File: src/rtl/bypass_hazard_ctrl_pkg.sv
// Shared opcode constants, shadow-slot type and decode helpers for the
// bypass/hazard controller of the 5-stage integer pipeline.
package bypass_hazard_ctrl_pkg;

    localparam int unsigned SLOT_RD_W = 5;

    localparam logic [6:0] ALUopR = 7'b0110011;
    localparam logic [6:0] ALUopI = 7'b0010011;
    localparam logic [6:0] LW     = 7'b0000011;
    localparam logic [6:0] SW     = 7'b0100011;
    localparam logic [6:0] BEQ    = 7'b1100011;

    typedef struct packed {
        logic                 valid;
        logic [SLOT_RD_W-1:0] rd;
        logic                 we;
        logic                 is_load;
    } slot_t;

    localparam slot_t SLOT_BUBBLE = '0;

    function automatic logic writes_rd(input logic [6:0] op);
        logic r;
        case (op)
            ALUopR, ALUopI, LW: r = 1'b1;
            default:            r = 1'b0;
        endcase
        return r;
    endfunction

    function automatic logic uses_rs1(input logic [6:0] op);
        logic r;
        case (op)
            ALUopR, ALUopI, LW, SW, BEQ: r = 1'b1;
            default:                     r = 1'b0;
        endcase
        return r;
    endfunction

    function automatic logic uses_rs2(input logic [6:0] op);
        logic r;
        case (op)
            ALUopR, SW, BEQ: r = 1'b1;
            default:         r = 1'b0;
        endcase
        return r;
    endfunction

    // x0 is hard-wired, so a write to it is never a forwarding source
    function automatic slot_t make_slot(input logic valid, input logic [6:0] op,
                                        input logic [SLOT_RD_W-1:0] rd);
        slot_t s;
        s.valid   = valid;
        s.rd      = rd;
        s.we      = valid & writes_rd(op) & (rd != {SLOT_RD_W{1'b0}});
        s.is_load = valid & (op == LW);
        return s;
    endfunction

endpackage

File: src/rtl/bypass_hazard_ctrl_if.sv
// Decode-side inputs and forwarding/hazard outputs of the controller.
interface bypass_hazard_ctrl_if #(
    parameter int REG_W = 5,
    parameter int CNT_W = 32
);
    logic             id_valid;
    logic [6:0]       id_op;
    logic [REG_W-1:0] id_rs1;
    logic [REG_W-1:0] id_rs2;
    logic [REG_W-1:0] id_rd;
    logic             mem_stall;
    logic             flush;

    logic             bypassAfromMEM;
    logic             bypassAfromALUinWB;
    logic             bypassAfromLDinWB;
    logic             bypassBfromMEM;
    logic             bypassBfromALUinWB;
    logic             bypassBfromLDinWB;
    logic             stall_id;
    logic             bubble_ex;
    logic             ex_valid;
    logic             mem_valid;
    logic             wb_valid;
    logic [CNT_W-1:0] load_use_count;

    modport master (
        output id_valid, id_op, id_rs1, id_rs2, id_rd, mem_stall, flush,
        input  bypassAfromMEM, bypassAfromALUinWB, bypassAfromLDinWB,
               bypassBfromMEM, bypassBfromALUinWB, bypassBfromLDinWB,
               stall_id, bubble_ex, ex_valid, mem_valid, wb_valid, load_use_count
    );

    modport slave (
        input  id_valid, id_op, id_rs1, id_rs2, id_rd, mem_stall, flush,
        output bypassAfromMEM, bypassAfromALUinWB, bypassAfromLDinWB,
               bypassBfromMEM, bypassBfromALUinWB, bypassBfromLDinWB,
               stall_id, bubble_ex, ex_valid, mem_valid, wb_valid, load_use_count
    );

endinterface

File: src/rtl/bypass_select_gen.sv
// Combinational forwarding-source selection for one ALU operand; the EX
// slot is checked first so the youngest producer wins.
module bypass_select_gen
    import bypass_hazard_ctrl_pkg::*;
(
    input  logic [SLOT_RD_W-1:0] rs,
    input  logic                 rs_used,
    input  slot_t                ex_slot,
    input  slot_t                mem_slot,
    output logic                 from_mem,
    output logic                 from_alu_in_wb,
    output logic                 from_ld_in_wb
);

    logic rs_live_s;

    assign rs_live_s = rs_used & (rs != {SLOT_RD_W{1'b0}});

    // Pick at most one source; a load in EX is never a source (load-use stalls instead)
    always_comb begin
        from_mem       = 1'b0;
        from_alu_in_wb = 1'b0;
        from_ld_in_wb  = 1'b0;
        if (rs_live_s && ex_slot.valid && ex_slot.we && !ex_slot.is_load && (ex_slot.rd == rs)) begin
            from_mem = 1'b1;
        end else if (rs_live_s && mem_slot.valid && mem_slot.we && (mem_slot.rd == rs)) begin
            from_ld_in_wb  = mem_slot.is_load;
            from_alu_in_wb = !mem_slot.is_load;
        end else begin
            from_mem = 1'b0;
        end
    end

endmodule

File: src/rtl/bypass_hazard_ctrl.sv
// Hazard/forwarding controller: shadows EX/MEM/WB destination metadata,
// registers operand bypass selects and raises load-use stalls.
module bypass_hazard_ctrl
    import bypass_hazard_ctrl_pkg::*;
#(
    parameter int REG_W = 5,
    parameter int CNT_W = 32
) (
    input  logic                 clock,
    input  logic                 reset_n,
    bypass_hazard_ctrl_if.slave  bus
);

    slot_t            ex_q, ex_d;
    slot_t            mem_q, mem_d;
    logic             wb_valid_q, wb_valid_d;
    logic [2:0]       byp_a_q, byp_a_d;
    logic [2:0]       byp_b_q, byp_b_d;
    logic [CNT_W-1:0] cnt_q, cnt_d;

    logic [REG_W-1:0] rs1_s, rs2_s, rd_s;
    logic             rs1_used_s, rs2_used_s;
    logic             lu_s;
    logic             stall_id_s, bubble_ex_s;
    slot_t            id_slot_s;
    logic [2:0]       sel_a_s, sel_b_s;

    assign rs1_s      = bus.id_rs1;
    assign rs2_s      = bus.id_rs2;
    assign rd_s       = bus.id_rd;
    assign rs1_used_s = bus.id_valid & uses_rs1(bus.id_op);
    assign rs2_used_s = bus.id_valid & uses_rs2(bus.id_op);
    assign id_slot_s  = make_slot(bus.id_valid, bus.id_op, rd_s);

    assign lu_s = bus.id_valid & ex_q.valid & ex_q.is_load & ex_q.we &
                  ((rs1_used_s & (rs1_s != {REG_W{1'b0}}) & (ex_q.rd == rs1_s)) |
                   (rs2_used_s & (rs2_s != {REG_W{1'b0}}) & (ex_q.rd == rs2_s)));

    bypass_select_gen u_sel_a (
        .rs             (rs1_s),
        .rs_used        (rs1_used_s),
        .ex_slot        (ex_q),
        .mem_slot       (mem_q),
        .from_mem       (sel_a_s[2]),
        .from_alu_in_wb (sel_a_s[1]),
        .from_ld_in_wb  (sel_a_s[0])
    );

    bypass_select_gen u_sel_b (
        .rs             (rs2_s),
        .rs_used        (rs2_used_s),
        .ex_slot        (ex_q),
        .mem_slot       (mem_q),
        .from_mem       (sel_b_s[2]),
        .from_alu_in_wb (sel_b_s[1]),
        .from_ld_in_wb  (sel_b_s[0])
    );

    // Next-state for slots, selects and counter; flush outranks load-use
    always_comb begin
        ex_d        = ex_q;
        mem_d       = mem_q;
        wb_valid_d  = wb_valid_q;
        byp_a_d     = byp_a_q;
        byp_b_d     = byp_b_q;
        cnt_d       = cnt_q;
        stall_id_s  = 1'b0;
        bubble_ex_s = 1'b0;
        if (bus.mem_stall) begin
            stall_id_s = 1'b1;
        end else begin
            wb_valid_d = mem_q.valid;
            mem_d      = ex_q;
            if (bus.flush) begin
                ex_d        = SLOT_BUBBLE;
                byp_a_d     = 3'b000;
                byp_b_d     = 3'b000;
                bubble_ex_s = 1'b1;
            end else if (lu_s) begin
                ex_d        = SLOT_BUBBLE;
                byp_a_d     = 3'b000;
                byp_b_d     = 3'b000;
                stall_id_s  = 1'b1;
                bubble_ex_s = 1'b1;
                if (cnt_q != {CNT_W{1'b1}}) begin
                    cnt_d = cnt_q + {{(CNT_W-1){1'b0}}, 1'b1};
                end else begin
                    cnt_d = cnt_q;
                end
            end else begin
                ex_d        = bus.id_valid ? id_slot_s : SLOT_BUBBLE;
                byp_a_d     = sel_a_s;
                byp_b_d     = sel_b_s;
                bubble_ex_s = !bus.id_valid;
            end
        end
    end

    // State registers, cleared asynchronously
    always_ff @(posedge clock or negedge reset_n) begin
        if (!reset_n) begin
            ex_q       <= SLOT_BUBBLE;
            mem_q      <= SLOT_BUBBLE;
            wb_valid_q <= 1'b0;
            byp_a_q    <= 3'b000;
            byp_b_q    <= 3'b000;
            cnt_q      <= {CNT_W{1'b0}};
        end else begin
            ex_q       <= ex_d;
            mem_q      <= mem_d;
            wb_valid_q <= wb_valid_d;
            byp_a_q    <= byp_a_d;
            byp_b_q    <= byp_b_d;
            cnt_q      <= cnt_d;
        end
    end

    assign bus.bypassAfromMEM     = byp_a_q[2];
    assign bus.bypassAfromALUinWB = byp_a_q[1];
    assign bus.bypassAfromLDinWB  = byp_a_q[0];
    assign bus.bypassBfromMEM     = byp_b_q[2];
    assign bus.bypassBfromALUinWB = byp_b_q[1];
    assign bus.bypassBfromLDinWB  = byp_b_q[0];
    assign bus.stall_id           = stall_id_s;
    assign bus.bubble_ex          = bubble_ex_s;
    assign bus.ex_valid           = ex_q.valid;
    assign bus.mem_valid          = mem_q.valid;
    assign bus.wb_valid           = wb_valid_q;
    assign bus.load_use_count     = cnt_q;

endmodule

File: src/flat_wrapper.sv
// flat-port wrapper written by rule: the top's interface ports become plain ports
module bypass_hazard_ctrl_flat import bypass_hazard_ctrl_pkg::*;
#(
    parameter int REG_W = 5,
    parameter int CNT_W = 32
)
  (clock, reset_n, bus_id_valid, bus_id_op, bus_id_rs1, bus_id_rs2, bus_id_rd, bus_mem_stall, bus_flush, bus_bypassAfromMEM, bus_bypassAfromALUinWB, bus_bypassAfromLDinWB, bus_bypassBfromMEM, bus_bypassBfromALUinWB, bus_bypassBfromLDinWB, bus_stall_id, bus_bubble_ex, bus_ex_valid, bus_mem_valid, bus_wb_valid, bus_load_use_count);
  bypass_hazard_ctrl_if #(.REG_W(REG_W), .CNT_W(CNT_W)) bus_i ();
  input  logic clock;
  input  logic reset_n;
  input wire logic [$bits(bus_i.id_valid)-1:0] bus_id_valid;
  input wire logic [$bits(bus_i.id_op)-1:0] bus_id_op;
  input wire logic [$bits(bus_i.id_rs1)-1:0] bus_id_rs1;
  input wire logic [$bits(bus_i.id_rs2)-1:0] bus_id_rs2;
  input wire logic [$bits(bus_i.id_rd)-1:0] bus_id_rd;
  input wire logic [$bits(bus_i.mem_stall)-1:0] bus_mem_stall;
  input wire logic [$bits(bus_i.flush)-1:0] bus_flush;
  output wire logic [$bits(bus_i.bypassAfromMEM)-1:0] bus_bypassAfromMEM;
  output wire logic [$bits(bus_i.bypassAfromALUinWB)-1:0] bus_bypassAfromALUinWB;
  output wire logic [$bits(bus_i.bypassAfromLDinWB)-1:0] bus_bypassAfromLDinWB;
  output wire logic [$bits(bus_i.bypassBfromMEM)-1:0] bus_bypassBfromMEM;
  output wire logic [$bits(bus_i.bypassBfromALUinWB)-1:0] bus_bypassBfromALUinWB;
  output wire logic [$bits(bus_i.bypassBfromLDinWB)-1:0] bus_bypassBfromLDinWB;
  output wire logic [$bits(bus_i.stall_id)-1:0] bus_stall_id;
  output wire logic [$bits(bus_i.bubble_ex)-1:0] bus_bubble_ex;
  output wire logic [$bits(bus_i.ex_valid)-1:0] bus_ex_valid;
  output wire logic [$bits(bus_i.mem_valid)-1:0] bus_mem_valid;
  output wire logic [$bits(bus_i.wb_valid)-1:0] bus_wb_valid;
  output wire logic [$bits(bus_i.load_use_count)-1:0] bus_load_use_count;
  assign bus_i.id_valid = bus_id_valid;
  assign bus_i.id_op = bus_id_op;
  assign bus_i.id_rs1 = bus_id_rs1;
  assign bus_i.id_rs2 = bus_id_rs2;
  assign bus_i.id_rd = bus_id_rd;
  assign bus_i.mem_stall = bus_mem_stall;
  assign bus_i.flush = bus_flush;
  assign bus_bypassAfromMEM = bus_i.bypassAfromMEM;
  assign bus_bypassAfromALUinWB = bus_i.bypassAfromALUinWB;
  assign bus_bypassAfromLDinWB = bus_i.bypassAfromLDinWB;
  assign bus_bypassBfromMEM = bus_i.bypassBfromMEM;
  assign bus_bypassBfromALUinWB = bus_i.bypassBfromALUinWB;
  assign bus_bypassBfromLDinWB = bus_i.bypassBfromLDinWB;
  assign bus_stall_id = bus_i.stall_id;
  assign bus_bubble_ex = bus_i.bubble_ex;
  assign bus_ex_valid = bus_i.ex_valid;
  assign bus_mem_valid = bus_i.mem_valid;
  assign bus_wb_valid = bus_i.wb_valid;
  assign bus_load_use_count = bus_i.load_use_count;
  bypass_hazard_ctrl #(.REG_W(REG_W), .CNT_W(CNT_W)) u_core (.clock(clock), .reset_n(reset_n), .bus(bus_i));
endmodule
File: config.mk
export PLATFORM = sky130hd
export DESIGN_NAME = bypass_hazard_ctrl_flat
export DESIGN_NICKNAME = d
export VERILOG_FILES = /design/src/rtl/bypass_hazard_ctrl_pkg.sv /design/src/rtl/bypass_hazard_ctrl_if.sv /design/src/rtl/bypass_select_gen.sv /design/src/rtl/bypass_hazard_ctrl.sv /design/src/flat_wrapper.sv
export SDC_FILE = /design/constraint.sdc
export NUM_CORES = 1
export LEC_CHECK = 0
export CAP_MARGIN = 30
export CELL_PAD_IN_SITES_DETAIL_PLACEMENT = 2
export CELL_PAD_IN_SITES_GLOBAL_PLACEMENT = 2
export CORE_ASPECT_RATIO = 1.5
export CORE_UTILIZATION = 33
export DETAILED_ROUTE_END_ITERATION = 16
export PLACE_DENSITY_LB_ADDON = 0.1
export SYNTH_ARGS = -nofsm -noshare
export SYNTH_HDL_FRONTEND = slang
export SYNTH_SLANG_ARGS = --single-unit
File: constraint.sdc
create_clock -name clock -period 5.9 [get_ports clock]
set_input_delay 0.885 -clock clock [delete_from_list [all_inputs] [get_ports clock]]
set_output_delay 0.885 -clock clock [all_outputs]
set_load 0.02 [all_outputs]
* Word-level counts from Yosys, hierarchy flattened
Cells that the tools add are included.
** Storage, ports and cells
- Memories :: 0
- Memory bits (read-only) :: 0
- Logic and storage cells :: 89
- Latch bits :: 0
- Bits in registers :: 55
- Input bits :: 27
- RAM bits :: 0
** Operators by class
- Equal/unequal tests :: 10
- $add $sub $neg :: 1
- Multiplexer cells :: 26
- Bitwise operators :: 16
- $lt $le $gt $ge :: 0
- Reduce and logical (&&, ||, !) cells :: 24
- Div/mod/pow operators :: 0
- $mul :: 0
- Shift-type cells :: 0
** Operators with widths (number)
- 32-bit by 1-bit adder with 32-bit output, second input constant :: 1
- 32-bit inequality test, second input constant :: 1
- 8-bit two-way mux :: 3
- 5-bit equality test :: 4
- 1-bit two-way mux :: 19
- 5-bit nonzero test :: 3
- 7-bit by 6-bit equality test with 1-bit output, second input constant :: 2
- 1-bit logical AND :: 14
- 1-bit bitwise AND :: 13
- 3-bit two-way mux :: 4
- 7-bit by 2-bit equality test with 1-bit output, second input constant :: 1
- 7-bit by 5-bit equality test with 1-bit output, second input constant :: 1
- 7-bit equality test, second input constant :: 1
- 3-bit OR reduction :: 2
- 5-bit OR reduction :: 1
- 4-bit AND reduction :: 1
- 1-bit zero test :: 3
- 1-bit inverter :: 2
- 1-bit OR :: 1

* Depth between registers and ports, before layout
- Depth in word-level cells :: 12
- Mapped depth :: 8
- Gate-level depth less buffers :: 6

* Cells and area by module
From an unflattened synthesis, not the netlist that was laid out.
** Unflattened totals
- Cells, all modules :: 297
- Area total of the unflattened synthesis :: 3191.8 µm²
** Modules (own cells, without submodules)
- bypass_hazard_ctrl :: instances 1, area each 2879.0 µm², cells an instance 255
- bypass_select_gen :: instances 2, area each 156.4 µm², cells an instance 21

* Worst setup path after synthesis
No wires, ideal clock.
- Kind :: input-to-output
- From :: input bus_id_rs1[0]
- To :: output bus_bubble_ex
- Data arrival time :: 2.352 ns
- Buffers on the path :: 1
- Slack :: 2.663 ns
- Stages :: 7
- Cells stage by stage :: or4_1 > nor2_1 > and4b_4 > o21ba_2 > nor2b_1 > buf_2 > a21oi_1
** Between the ends
- Longest elaborated chain between the ends :: 8
- Elaborated cells between the ends (all ways) :: 9
** RTL lines
- from (decl) :: RTL line flat_wrapper.sv:13 : input wire logic [$bits(bus_i.id_rs1)-1:0] bus_id_rs1;
- 5-bit nonzero test :: RTL line bypass_hazard_ctrl.sv:36 : ((rs1_used_s & (rs1_s != {REG_W{1'b0}}) & (ex_q.rd == rs1_s)) |
- 1-bit bitwise AND :: RTL line bypass_hazard_ctrl.sv:36
- 1-bit bitwise AND * :: RTL line bypass_hazard_ctrl.sv:36
- 1-bit OR * :: RTL line bypass_hazard_ctrl.sv:36
- 1-bit bitwise AND * :: RTL line bypass_hazard_ctrl.sv:35 : assign lu_s = bus.id_valid & ex_q.valid & ex_q.is_load & ex_q.we &
- 1-bit two-way mux * :: RTL line bypass_hazard_ctrl.sv:79 : end else if (lu_s) begin
- 1-bit two-way mux * :: RTL line bypass_hazard_ctrl.sv:74 : if (bus.flush) begin
- 1-bit two-way mux * :: RTL line bypass_hazard_ctrl.sv:69 : if (bus.mem_stall) begin
- to (decl) :: RTL line flat_wrapper.sv:25 : output wire logic [$bits(bus_i.bubble_ex)-1:0] bus_bubble_ex;
Mark *: on every way between the ends. The rest lies on a longest branch, timed or not.

* Worst setup path after layout
- From :: input bus_id_rs2[0]
- To :: output bus_bubble_ex
** Between the ends
- Longest elaborated chain between the ends :: 8
- Elaborated cells between the ends (all ways) :: 9
** RTL lines
- from (decl) :: RTL line flat_wrapper.sv:14 : input wire logic [$bits(bus_i.id_rs2)-1:0] bus_id_rs2;
- 5-bit nonzero test :: RTL line bypass_hazard_ctrl.sv:37 : (rs2_used_s & (rs2_s != {REG_W{1'b0}}) & (ex_q.rd == rs2_s)));
- 1-bit bitwise AND :: RTL line bypass_hazard_ctrl.sv:37
- 1-bit bitwise AND * :: RTL line bypass_hazard_ctrl.sv:37
- 1-bit OR * :: RTL line bypass_hazard_ctrl.sv:36
- 1-bit bitwise AND * :: RTL line bypass_hazard_ctrl.sv:35
- 1-bit two-way mux * :: RTL line bypass_hazard_ctrl.sv:79
- 1-bit two-way mux * :: RTL line bypass_hazard_ctrl.sv:74
- 1-bit two-way mux * :: RTL line bypass_hazard_ctrl.sv:69
Marked as above.

==> reports/results.txt <==
status: completed
Final Util: 45.4%
dominant cells by area after synthesis: dfrtp_1 (47%), xor2_1 (10%), xnor2_1 (5.1%)
# rows: 41
GR Overflow Total: 0
pwr dens: 205 nW/um^2
Die ar.: 9190 um^2
largest net degree at the start of global routing: 56
remaining antenna violation count: 0
final cycle utilization of the critical path: 80.7%
Pwr Total: 0.000789 W
synth warn: 0
register area share after synthesis: 47.4%
Sinks on Clock Net: 55
Avg Inst Size Synth: 11.0 um^2
FILL cells: 892
PostCTS Resize Cnt: 0
asr flop ratio synth: 100%
setup TNS: 0 ps
crit path kind: in2out
Seq cells post-synth: 55
M1 GR Usage: 20.8%
Wirelength per Cell: 19.3 um
clk_lat worst skew: 300 ps
Leakage: 1.66 nW
Post-Route Skew: 3.36 ps
Netlist cell types: 45
die height: 117 um
Syn Inst Count: 264
number of port buffers: 69
Die Wd: 78.6 um
Post-Syn Area: 2910 um^2
Initial Util: 34.3%
top-count cell post-synth: dfrtp_1
clock buffer count from CTS: 5
initial antenna violation count: 0
Inserted Diodes: 0
first-iteration detailed-routing DRC count: 116
routability cong.: 0.771
synth cell count leaders: dfrtp_1 (55), xor2_1 (34), nand2_1 (18), nand3_1 (18), xnor2_1 (17)
prevailing post-synth register cell: dfrtp_1
vias per cell: 5.31
DRC viols: 0
layout cells sized above 1: 10.8%
WHS: 493 ps
vias: 2337
CTS tree: built
H-tree depth: 2
Relative slew margins: 44.0%
DRT Pass-1 Iters: 3
crit path time final: 4760 ps
number of synthesized flops with an enable pin: 0
Hold-fix buffers, CTS: 0
clk root buf: clkbuf_16
Final Instance Area: 3840 um^2
Fmax: 0.210 GHz
Synth area leader: dfrtp_1
HPWL Detailed: 6240 um
gr busiest metal: met2
Max-cap violations: 0
Floorplan Core Area: 8460 um^2
RSZ-0062 raised after global routing: no
Worst Max-Slew Pin Slew: 837 ps
Setup crit end kind: output pin
Critical Path RT: 5020 ps
CTS clk-pin slew, worst paths: 70 ps
Max FO, Critical Path: 12
Slew Limit Fails: 0
Hold Crit Class: reg2reg
area share of the largest cell type after synthesis: 47.4%
Final nets: 360
Arr. time, crit path: 3880 ps
M3 GR Usage: 3.41%
total track usage: 19.9%
area grow syn2layout: 32.3%
final wirelength: 8500 um
Peak VDD IR: 0.105 mV
number of global-route vias before repair: 2671
clk buf depth: 2
final setup violating endpoints: 0
Syn Nets: 292
I/O Pins: 70
first-pass GRT wire length: 13900 um
CP startpoint kind: input pin
GR Util met2: 38.7%
final hold violations: 0
placed cell area: 3690 um^2
post-CTS setup buffer count: 0
final cells by class:
class	instances	area, um^2	area share, %
multi-input cells	194	1450	37.6
flip-flops and latches	55	1380	35.8
repair buffers	72	716	18.6
clock buffers	8	156	4.07
well taps	107	134	3.48
inverters	4	15.0	0.391
per-stage QoR:
| stage | setup slack (ps) | std cells |
|---|---|---|
| 2_1_floorplan | 2660 | 264 |
| 3_3_place_gp | 1180 | 431 |
| 3_5_place_dp | 1080 | 432 |
| 4_1_cts | 1090 | 440 |
| 5_1_grt | 965 | 440 |
| 6_report | 1140 | 440 |
metal layers:
metal  vias to the layer above  share of wire [%]
li1                       1092                  -
met1                      1182                 37
met2                        48                 57
met3                        15                3.3
met4                         0                2.6
met5                         -                  0
report_power, final:
part | internal [W] | total (W) | switching, W
logic | 0.0000388 | 0.0000780 | 0.0000392
registers | 0.000384 | 0.000392 | 0.00000850
clock network | 0.000181 | 0.000319 | 0.000138
total | 0.000604 | 0.000789 | 0.000185
cell families after synthesis:
logic type,Yosys count,synth area share (%)
AO/OA/AOI/OAI,23,7.02
multiplexers,10,3.88
adder cells (fa/ha/maj),1,0.431
AND/OR/NAND/NOR,109,23.1
XOR/XNOR,51,15.4
buffers and inverters,15,2.84
flip-flops,55,47.4
flip-flops by register name, summed over array words and instances, names as in the netlist:
name,count
u_core.bus.wb_valid,1
u_core.ex_q,7
u_core.byp_a_q,3
u_core.mem_q,7
u_core.bus.ex_valid,1
u_core.bus.mem_valid,1
u_core.byp_b_q,3
u_core.bus.load_use_count,32
placed cells by master (no fill, tap or decap), types with 3 or more instances in the layout:
master | Yosys | layout
and3_1 | 4 | 4
nor2_1 | 10 | 10
nor4b_1 | 3 | 3
a22o_1 | 3 | 3
clkdlybuf4s50_1 | 0 | 68
nor4_1 | 9 | 9
or4_1 | 3 | 3
dfrtp_1 | 55 | 55
a32o_1 | 5 | 5
nand3_1 | 18 | 18
nand2_1 | 18 | 18
nand4_1 | 10 | 10
xnor2_1 | 17 | 17
nor4_2 | 5 | 5
inv_1 | 4 | 4
xor2_1 | 34 | 34
clkbuf_16 | 0 | 5
nor3_1 | 12 | 12
mux2_2 | 10 | 10
and4_1 | 4 | 4
o31ai_1 | 4 | 4
critical path, stage by stage:
cell and delay (ps):
clkdlybuf4s50_1 460, or4_1 580, o211ai_1 240, nor3_1 150
o21ba_2 320, nor2b_1 500, a21oi_1 170, clkdlybuf4s50_1 570
final timing paths:
kind	from	to	slack (ps)	cells past startpoint
max in group asynchronous	reset_n	u_core.mem_q[5]$_DFFE_PN0N_	4680	2
min in group asynchronous	reset_n	u_core.byp_b_q[1]$_DFFE_PN0N_	720	2
setup reg to reg	u_core.bus.load_use_count[0]$_DFFE_PN0P_	u_core.bus.load_use_count[27]$_DFFE_PN0P_	3260	7
hold / removal	u_core.byp_a_q[0]$_DFFE_PN0N_	u_core.byp_a_q[0]$_DFFE_PN0N_	490	2
setup / recovery	bus_id_rs2[0]	bus_bubble_ex	1140	8
hold reg to reg	u_core.byp_a_q[0]$_DFFE_PN0N_	u_core.byp_a_q[0]$_DFFE_PN0N_	490	2
Note: power is estimated with default switching activity, not from simulation.
